**config.mk**
```make
export PLATFORM = sky130hd
export DESIGN_NAME = flash_phy_rsp
export DESIGN_NICKNAME = d
export VERILOG_FILES = /design/src/rtl/flash_phy_rsp.sv
export SDC_FILE = /design/constraint.sdc
export NUM_CORES = 2
export LEC_CHECK = 0
export CELL_PAD_IN_SITES_DETAIL_PLACEMENT = 0
export CELL_PAD_IN_SITES_GLOBAL_PLACEMENT = 1
export CORE_AREA = 5 5 248 430
export CTS_BUF_LIST = sky130_fd_sc_hd__clkbuf_2
export CTS_CLUSTER_SIZE = 28
export DETAILED_ROUTE_END_ITERATION = 12
export DIE_AREA = 0 0 253 435
export PLACE_DENSITY_LB_ADDON = 0.1
export SETUP_SLACK_MARGIN = 0.05
export SKIP_CTS_REPAIR_TIMING = 1
export SYNTH_ARGS = -nofsm -noshare
export SYNTH_HDL_FRONTEND = slang
export SYNTH_SLANG_ARGS = --single-unit
export TNS_END_PERCENT = 10
```
**constraint.sdc**
```tcl
create_clock -name clk_i -period 41.4 [get_ports clk_i]
set_input_delay 8.28 -clock clk_i [delete_from_list [all_inputs] [get_ports clk_i]]
set_output_delay 8.28 -clock clk_i [all_outputs]
set_load 0.01 [all_outputs]
```
**src/rtl/flash_phy_rsp.sv**
```systemverilog
// flash_phy_rsp: behavioural flash-physical responder.
// Accepts one gated operation (read / program / page erase / bank erase) at a
// time. Each operation completes with a single-cycle done pulse after its
// configured latency. The array has flash semantics: erase sets every bit to
// 1, and program can only clear bits.
// Optional build macro FLASH_PHY_RSP_PROG_CHK_EN: reject programming of a word
// that is not fully erased. The array is left unchanged, and err_o pulses
// together with prog_done_o.
module flash_phy_rsp #(
  parameter int NumBanks      = 2,
  parameter int PagesPerBank  = 4,
  parameter int WordsPerPage  = 4,
  parameter int DataW         = 32,
  parameter int RdCycles      = 2,
  parameter int ProgCycles    = 8,
  parameter int PgEraseCycles = 16,
  parameter int BkEraseCycles = 32,
  localparam int BankW = (NumBanks > 1) ? $clog2(NumBanks) : 1,
  localparam int PageW = (PagesPerBank > 1) ? $clog2(PagesPerBank) : 1,
  localparam int WordW = (WordsPerPage > 1) ? $clog2(WordsPerPage) : 1
) (
  input  logic             clk_i,
  input  logic             rst_i,
  input  logic             req_i,
  input  logic             rd_i,
  input  logic             prog_i,
  input  logic             pg_erase_i,
  input  logic             bk_erase_i,
  input  logic [BankW-1:0] bank_i,
  input  logic [PageW-1:0] page_i,
  input  logic [WordW-1:0] word_i,
  input  logic [DataW-1:0] prog_data_i,
  output logic [DataW-1:0] rd_data_o,
  output logic             rd_done_o,
  output logic             prog_done_o,
  output logic             erase_done_o,
  output logic             err_o,
  output logic             busy_o
);

  localparam int Depth  = NumBanks * PagesPerBank * WordsPerPage;
  localparam int IdxW   = (Depth > 1) ? $clog2(Depth) : 1;
  localparam int MaxA   = (RdCycles > ProgCycles) ? RdCycles : ProgCycles;
  localparam int MaxB   = (PgEraseCycles > BkEraseCycles) ? PgEraseCycles : BkEraseCycles;
  localparam int MaxLat = (MaxA > MaxB) ? MaxA : MaxB;
  localparam int CntW   = $clog2(MaxLat + 1);

  typedef enum logic [1:0] {
    S_IDLE  = 2'd0,
    S_BUSY  = 2'd1,
    S_DONE  = 2'd2,
    S_REARM = 2'd3
  } state_t;

  localparam logic [1:0] OP_RD   = 2'd0;
  localparam logic [1:0] OP_PROG = 2'd1;
  localparam logic [1:0] OP_PE   = 2'd2;
  localparam logic [1:0] OP_BE   = 2'd3;

  state_t           r_state;
  state_t           w_state_nxt;
  logic [1:0]       r_op;
  logic [BankW-1:0] r_bank;
  logic [PageW-1:0] r_page;
  logic [WordW-1:0] r_word;
  logic [DataW-1:0] r_data;
  logic [CntW-1:0]  r_cnt;
  logic [DataW-1:0] r_mem [Depth];

  logic [3:0]       w_strb;
  logic             w_legal;
  logic             w_accept;
  logic             w_fire;
  logic             w_prog_rej;
  logic [1:0]       w_op_in;
  logic [CntW-1:0]  w_lat_ld;
  logic [IdxW-1:0]  w_idx;
  logic [Depth-1:0] w_erase_mask;
  logic             w_rd_done_nxt;
  logic             w_prog_done_nxt;
  logic             w_erase_done_nxt;
  logic             w_err_nxt;
  logic             w_busy_nxt;

  assign w_strb   = {rd_i, prog_i, pg_erase_i, bk_erase_i};
  // Exactly one strobe, and the bank must exist.
  assign w_legal  = (w_strb != 4'd0) && ((w_strb & (w_strb - 4'd1)) == 4'd0) &&
                    (int'(bank_i) < NumBanks);
  assign w_accept = (r_state == S_IDLE) && req_i && w_legal;
  // The array action happens on the last BUSY cycle.
  assign w_fire   = (r_state == S_BUSY) && (r_cnt == '0);
  assign w_idx    = IdxW'((int'(r_bank) * PagesPerBank + int'(r_page)) * WordsPerPage +
                          int'(r_word));

`ifdef FLASH_PHY_RSP_PROG_CHK_EN
  assign w_prog_rej = (r_op == OP_PROG) && (r_mem[w_idx] != {DataW{1'b1}});
`else
  assign w_prog_rej = 1'b0;
`endif

  // Decode the incoming strobe into an opcode and its counter preload.
  always_comb begin
    w_op_in  = OP_RD;
    w_lat_ld = CntW'(RdCycles - 1);
    if (prog_i) begin
      w_op_in  = OP_PROG;
      w_lat_ld = CntW'(ProgCycles - 1);
    end else if (pg_erase_i) begin
      w_op_in  = OP_PE;
      w_lat_ld = CntW'(PgEraseCycles - 1);
    end else if (bk_erase_i) begin
      w_op_in  = OP_BE;
      w_lat_ld = CntW'(BkEraseCycles - 1);
    end else begin
      w_op_in  = OP_RD;
      w_lat_ld = CntW'(RdCycles - 1);
    end
  end

  // Select the words cleared by a page or bank erase.
  always_comb begin
    w_erase_mask = '0;
    for (int i = 0; i < Depth; i++) begin
      if (w_fire && (r_op == OP_BE)) begin
        w_erase_mask[i] = ((i / (PagesPerBank * WordsPerPage)) == int'(r_bank));
      end else if (w_fire && (r_op == OP_PE)) begin
        w_erase_mask[i] = ((i / WordsPerPage) == (int'(r_bank) * PagesPerBank + int'(r_page)));
      end else begin
        w_erase_mask[i] = 1'b0;
      end
    end
  end

  // State register.
  always_ff @(posedge clk_i or posedge rst_i) begin
    if (rst_i) begin
      r_state <= S_IDLE;
    end else begin
      r_state <= w_state_nxt;
    end
  end

  // Next-state logic.
  always_comb begin
    w_state_nxt = r_state;
    case (r_state)
      S_IDLE: begin
        if (req_i) begin
          w_state_nxt = w_legal ? S_BUSY : S_REARM;
        end else begin
          w_state_nxt = S_IDLE;
        end
      end
      S_BUSY: begin
        if (r_cnt == '0) begin
          w_state_nxt = S_DONE;
        end else begin
          w_state_nxt = S_BUSY;
        end
      end
      S_DONE: w_state_nxt = S_REARM;
      S_REARM: begin
        if (!req_i) begin
          w_state_nxt = S_IDLE;
        end else begin
          w_state_nxt = S_REARM;
        end
      end
      default: w_state_nxt = S_IDLE;
    endcase
  end

  // Next values of the registered outputs.
  always_comb begin
    w_rd_done_nxt    = w_fire && (r_op == OP_RD);
    w_prog_done_nxt  = w_fire && (r_op == OP_PROG);
    w_erase_done_nxt = w_fire && ((r_op == OP_PE) || (r_op == OP_BE));
    w_err_nxt        = ((r_state == S_IDLE) && req_i && !w_legal) || (w_fire && w_prog_rej);
    w_busy_nxt       = (w_state_nxt == S_BUSY) || (w_state_nxt == S_DONE);
  end

  // Output registers.
  always_ff @(posedge clk_i or posedge rst_i) begin
    if (rst_i) begin
      rd_done_o    <= 1'b0;
      prog_done_o  <= 1'b0;
      erase_done_o <= 1'b0;
      err_o        <= 1'b0;
      busy_o       <= 1'b0;
    end else begin
      rd_done_o    <= w_rd_done_nxt;
      prog_done_o  <= w_prog_done_nxt;
      erase_done_o <= w_erase_done_nxt;
      err_o        <= w_err_nxt;
      busy_o       <= w_busy_nxt;
    end
  end

  // Operand latch at acceptance and latency countdown while busy.
  always_ff @(posedge clk_i or posedge rst_i) begin
    if (rst_i) begin
      r_op   <= OP_RD;
      r_bank <= '0;
      r_page <= '0;
      r_word <= '0;
      r_data <= '0;
      r_cnt  <= '0;
    end else if (w_accept) begin
      r_op   <= w_op_in;
      r_bank <= bank_i;
      r_page <= page_i;
      r_word <= word_i;
      r_data <= prog_data_i;
      r_cnt  <= w_lat_ld;
    end else if ((r_state == S_BUSY) && (r_cnt != '0)) begin
      r_cnt <= r_cnt - CntW'(1);
    end else begin
      r_cnt <= r_cnt;
    end
  end

  // Array update and read-data capture on the final busy cycle.
  always_ff @(posedge clk_i or posedge rst_i) begin
    if (rst_i) begin
      rd_data_o <= '0;
      for (int i = 0; i < Depth; i++) begin
        r_mem[i] <= {DataW{1'b1}};
      end
    end else if (w_fire) begin
      if (r_op == OP_RD) begin
        rd_data_o <= r_mem[w_idx];
      end
      if ((r_op == OP_PROG) && !w_prog_rej) begin
        r_mem[w_idx] <= r_mem[w_idx] & r_data;
      end
      for (int i = 0; i < Depth; i++) begin
        if (w_erase_mask[i]) begin
          r_mem[i] <= {DataW{1'b1}};
        end
      end
    end
  end

endmodule

```
==> impl_metrics.json <==
{
  "status": "finished, final reports clean",
  "drv_slew": 0,
  "grt_usage_pct": 30.3,
  "cp.arrival_ns": 12.68,
  "fin_crit_sh_pct": 26.8,
  "syn_nets": 4623,
  "nets": 4643,
  "synthTopCellsByCount": "dfstp_2 (1024), a21oi_1 (910), o21ai_0 (552), nor2_1 (404), clkbuf_1 (317)",
  "die_x_um": 253,
  "first_pass_iters": 5,
  "worstPathRequired_ns": 43.00,
  "slowest_stage": "buf_4",
  "core_area_um2": 103000,
  "worstPathMaxFanout": 188,
  "syn_area_per_cell_um2": 11.1,
  "tightest_slew_ns": 1.32,
  "ys_seq_area_share_pct": 57.1,
  "wirelength_um": 169000,
  "critPathTopFamily": "buffers and inverters",
  "grt_pass1_vias": 39600,
  "cts-buffers-inserted": 281,
  "ios": 81,
  "relSlewSlack_pct": 12.2,
  "place.gp.congestion": 0.806,
  "p_per_area_nw_per_um2": 77.2,
  "die_height_um": 435,
  "start_util_pct": 49.3,
  "grt_max_degree": 189,
  "syn_area_um2": 50800,
  "clock_power_share_pct": 16.9,
  "viasPerCell": 6.21,
  "critPathKind": "in2async",
  "stdcell_count": 6118,
  "cp.buffers_inverters": 6,
  "tns_ns": 0,
  "drt_iter0_drc": 2513,
  "p_leak_nw": 20.6,
  "ys_ff_latch": 1108,
  "yosysTopAreaCellShare_pct": 52.9,
  "endpoint_kind": "async pin",
  "drc": 0,
  "vias": 38000,
  "cts_htree_levels": 5,
  "drive_above_1_share_pct": 40.7,
  "seqPwrFrac_pct": 47.2,
  "period_minus_slack_ns": 11.08,
  "yosysMostFrequentCell": "dfstp_2",
  "grt_overflow": 0,
  "cts_root_buffer": "clkbuf_2",
  "path_cells": "clkdlybuf4s50_1, inv_8, buf_12, buf_4, buf_4, buf_4",
  "cp_slowest_stage_delay_ns": 0.80,
  "rows": 156,
  "post_drt_wl_per_cell_um": 27.7,
  "ant_nets": 0,
  "clock_latency_ns": 1.65,
  "syn_to_final_growth_pct": 8.29,
  "dieArea_um2": 110000,
  "comb_power_share_pct": 35.9,
  "hold_path_class": "reg2reg",
  "rsz0062_at_grt": "no",
  "p_int_mw": 2.63,
  "grt_pass1_wl_um": 253000,
  "finalSetupViolations": 0,
  "hold_viol": 0,
  "dp_cells": 5657,
  "yosysTopAreaCell": "dfstp_2",
  "yosys_warnings": 0,
  "swShare_pct": 38.2,
  "synth_flop_cell": "dfstp_2",
  "portBuffers": 80,
  "drv_cap": 0,
  "cts_sinks": 1108,
  "synth_cell_type_count": 64,
  "clock_skew_ns": 0.113,
  "synth_edf_count": 0,
  "path_clk_slew_ns": 0.09,
  "critPathLaunchType": "primary input",
  "synthArstFlopShare_pct": 100,
  "cts_max_path_buffers": 4,
  "hpwl_um": 94300,
  "ir_drop_mv": 0.0765,
  "fmax_mhz": 90.3,
  "synth_cells": 4577,
  "cpMostUsedCell": "buf_4",
  "synth_area_leaders": "dfstp_2 (53%), a21oi_1 (9.0%), mux4_2 (5.7%)",
  "antenna_found_initial": 2,
  "tritoncts": "built",
  "p_switching_mw": 1.62
}
power by group through the flow:
stage	logic, mW	clock network, mW	registers [mW]
2_1_floorplan	1.07	0	1.92
3_3_place_gp	1.50	0	2.00
3_5_place_dp	1.52	0	2.02
4_1_cts	1.53	0.742	2.00
5_1_grt	1.64	0.796	2.05
6_report	1.52	0.719	2.01
flip-flops by register name, indices dropped and copies added (netlist names), 2 cells and up:
| signal | count |
|---|---|
| r_op | 2 |
| rd_data_o | 32 |
| r_mem | 1024 |
| r_data | 32 |
| r_page | 2 |
| r_state | 2 |
| r_word | 2 |
| r_cnt | 6 |
area by class of cell:
type | count | area [um^2]
fillers | 9473 | 48000
clock buffers | 395 | 1980
clock inverters | 61 | 318
inverters | 10 | 45.0
flip-flops and latches | 1108 | 29000
repair buffers | 230 | 1980
well taps | 1343 | 1680
diodes | 5 | 12.5
multi-input cells | 2966 | 20000
layout by cell type (no fill, tap or decap), drive strengths merged, types with 7 or more instances in the layout:
cell type,count
o22ai,32
nor2,404
nand3,8
o21ai,687
a211o,33
dfrtp,84
buf,150
clkbuf,395
a211oi,33
inv,11
a2bb2oi,128
a221oi,32
mux2,164
nor2b,13
o211ai,66
dfstp,1024
nand2,85
a21oi,912
mux2i,162
mux4,128
clkinv,57
clkdlybuf4s50,80
nand2b,7
worst paths after layout:
kind                                      startpoint                   endpoint  slack, ns  depth (start not counted)
max in group clk_i         rd_data_o[12]$_DFFE_PP0P_              rd_data_o[12]      30.58                          1
setup reg to reg               r_word[1]$_DFFE_PP0P_     r_mem[249]$_DFFE_PP1P_      34.99                         10
hold / removal             rd_data_o[23]$_DFFE_PP0P_  rd_data_o[23]$_DFFE_PP0P_       0.49                          2
setup / recovery                               rst_i  rd_data_o[23]$_DFFE_PP0P_      30.32                          6
hold reg to reg            rd_data_o[23]$_DFFE_PP0P_  rd_data_o[23]$_DFFE_PP0P_       0.49                          2
min in group asynchronous                      rst_i       r_state[1]$_DFF_PP0_       7.23                          2
per-stage QoR:
stage	util [%]	hold WS (ns)	instance area, um^2	worst slack (ns)	total power [mW]
6_report	53.4	0.487	55000	30.32	4.25
5_1_grt	53.4	0.511	55000	29.98	4.49
4_1_cts	53.4	0.491	55000	30.39	4.27
3_5_place_dp	51.2	0.470	52700	28.70	3.54
3_3_place_gp	51.2	0.463	52700	28.72	3.50
2_1_floorplan	-	0.479	50800	3.62	2.99
per-layer routing:
layer / vias to the layer above / routed length (um) / part of all wire (%) / GRT usage [%]
li1: 16800 / - / - / -
met5: - / 0 / 0 / 0
met3: 387 / 9200 / 5.4 / 5.53
met4: 0 / 8430 / 5.0 / 14.2
met2: 1306 / 86900 / 51 / 52.2
met1: 19500 / 64900 / 38 / 36.8
worst reg2reg max path, cell delays in order, from the launching register on:
cell      delay, ns
dfrtp_4        0.97
buf_4          0.87
buf_4          0.84
buf_4          0.79
buf_4          0.72
mux4_2         0.38
nor2_1         0.06
a211oi_1       0.88
o211ai_1       0.27
buf_4          0.29
o21ai_0        0.23
logic make-up (layout without fill, tap and decap cells):
group | count (synthesis) | in the layout | synth area share, %
compound gates | 1939 | 1939 | 21.4
xor+xnor | 5 | 5 | 0.0862
fa+ha+maj | 2 | 2 | 0.0492
buf+inv | 503 | 696 | 4.17
flops | 1108 | 1108 | 57.1
mux | 454 | 454 | 12.5
other cells | 0 | 5 | 0
simple gates | 566 | 566 | 4.77
Note: power is estimated with default switching activity, not from simulation.
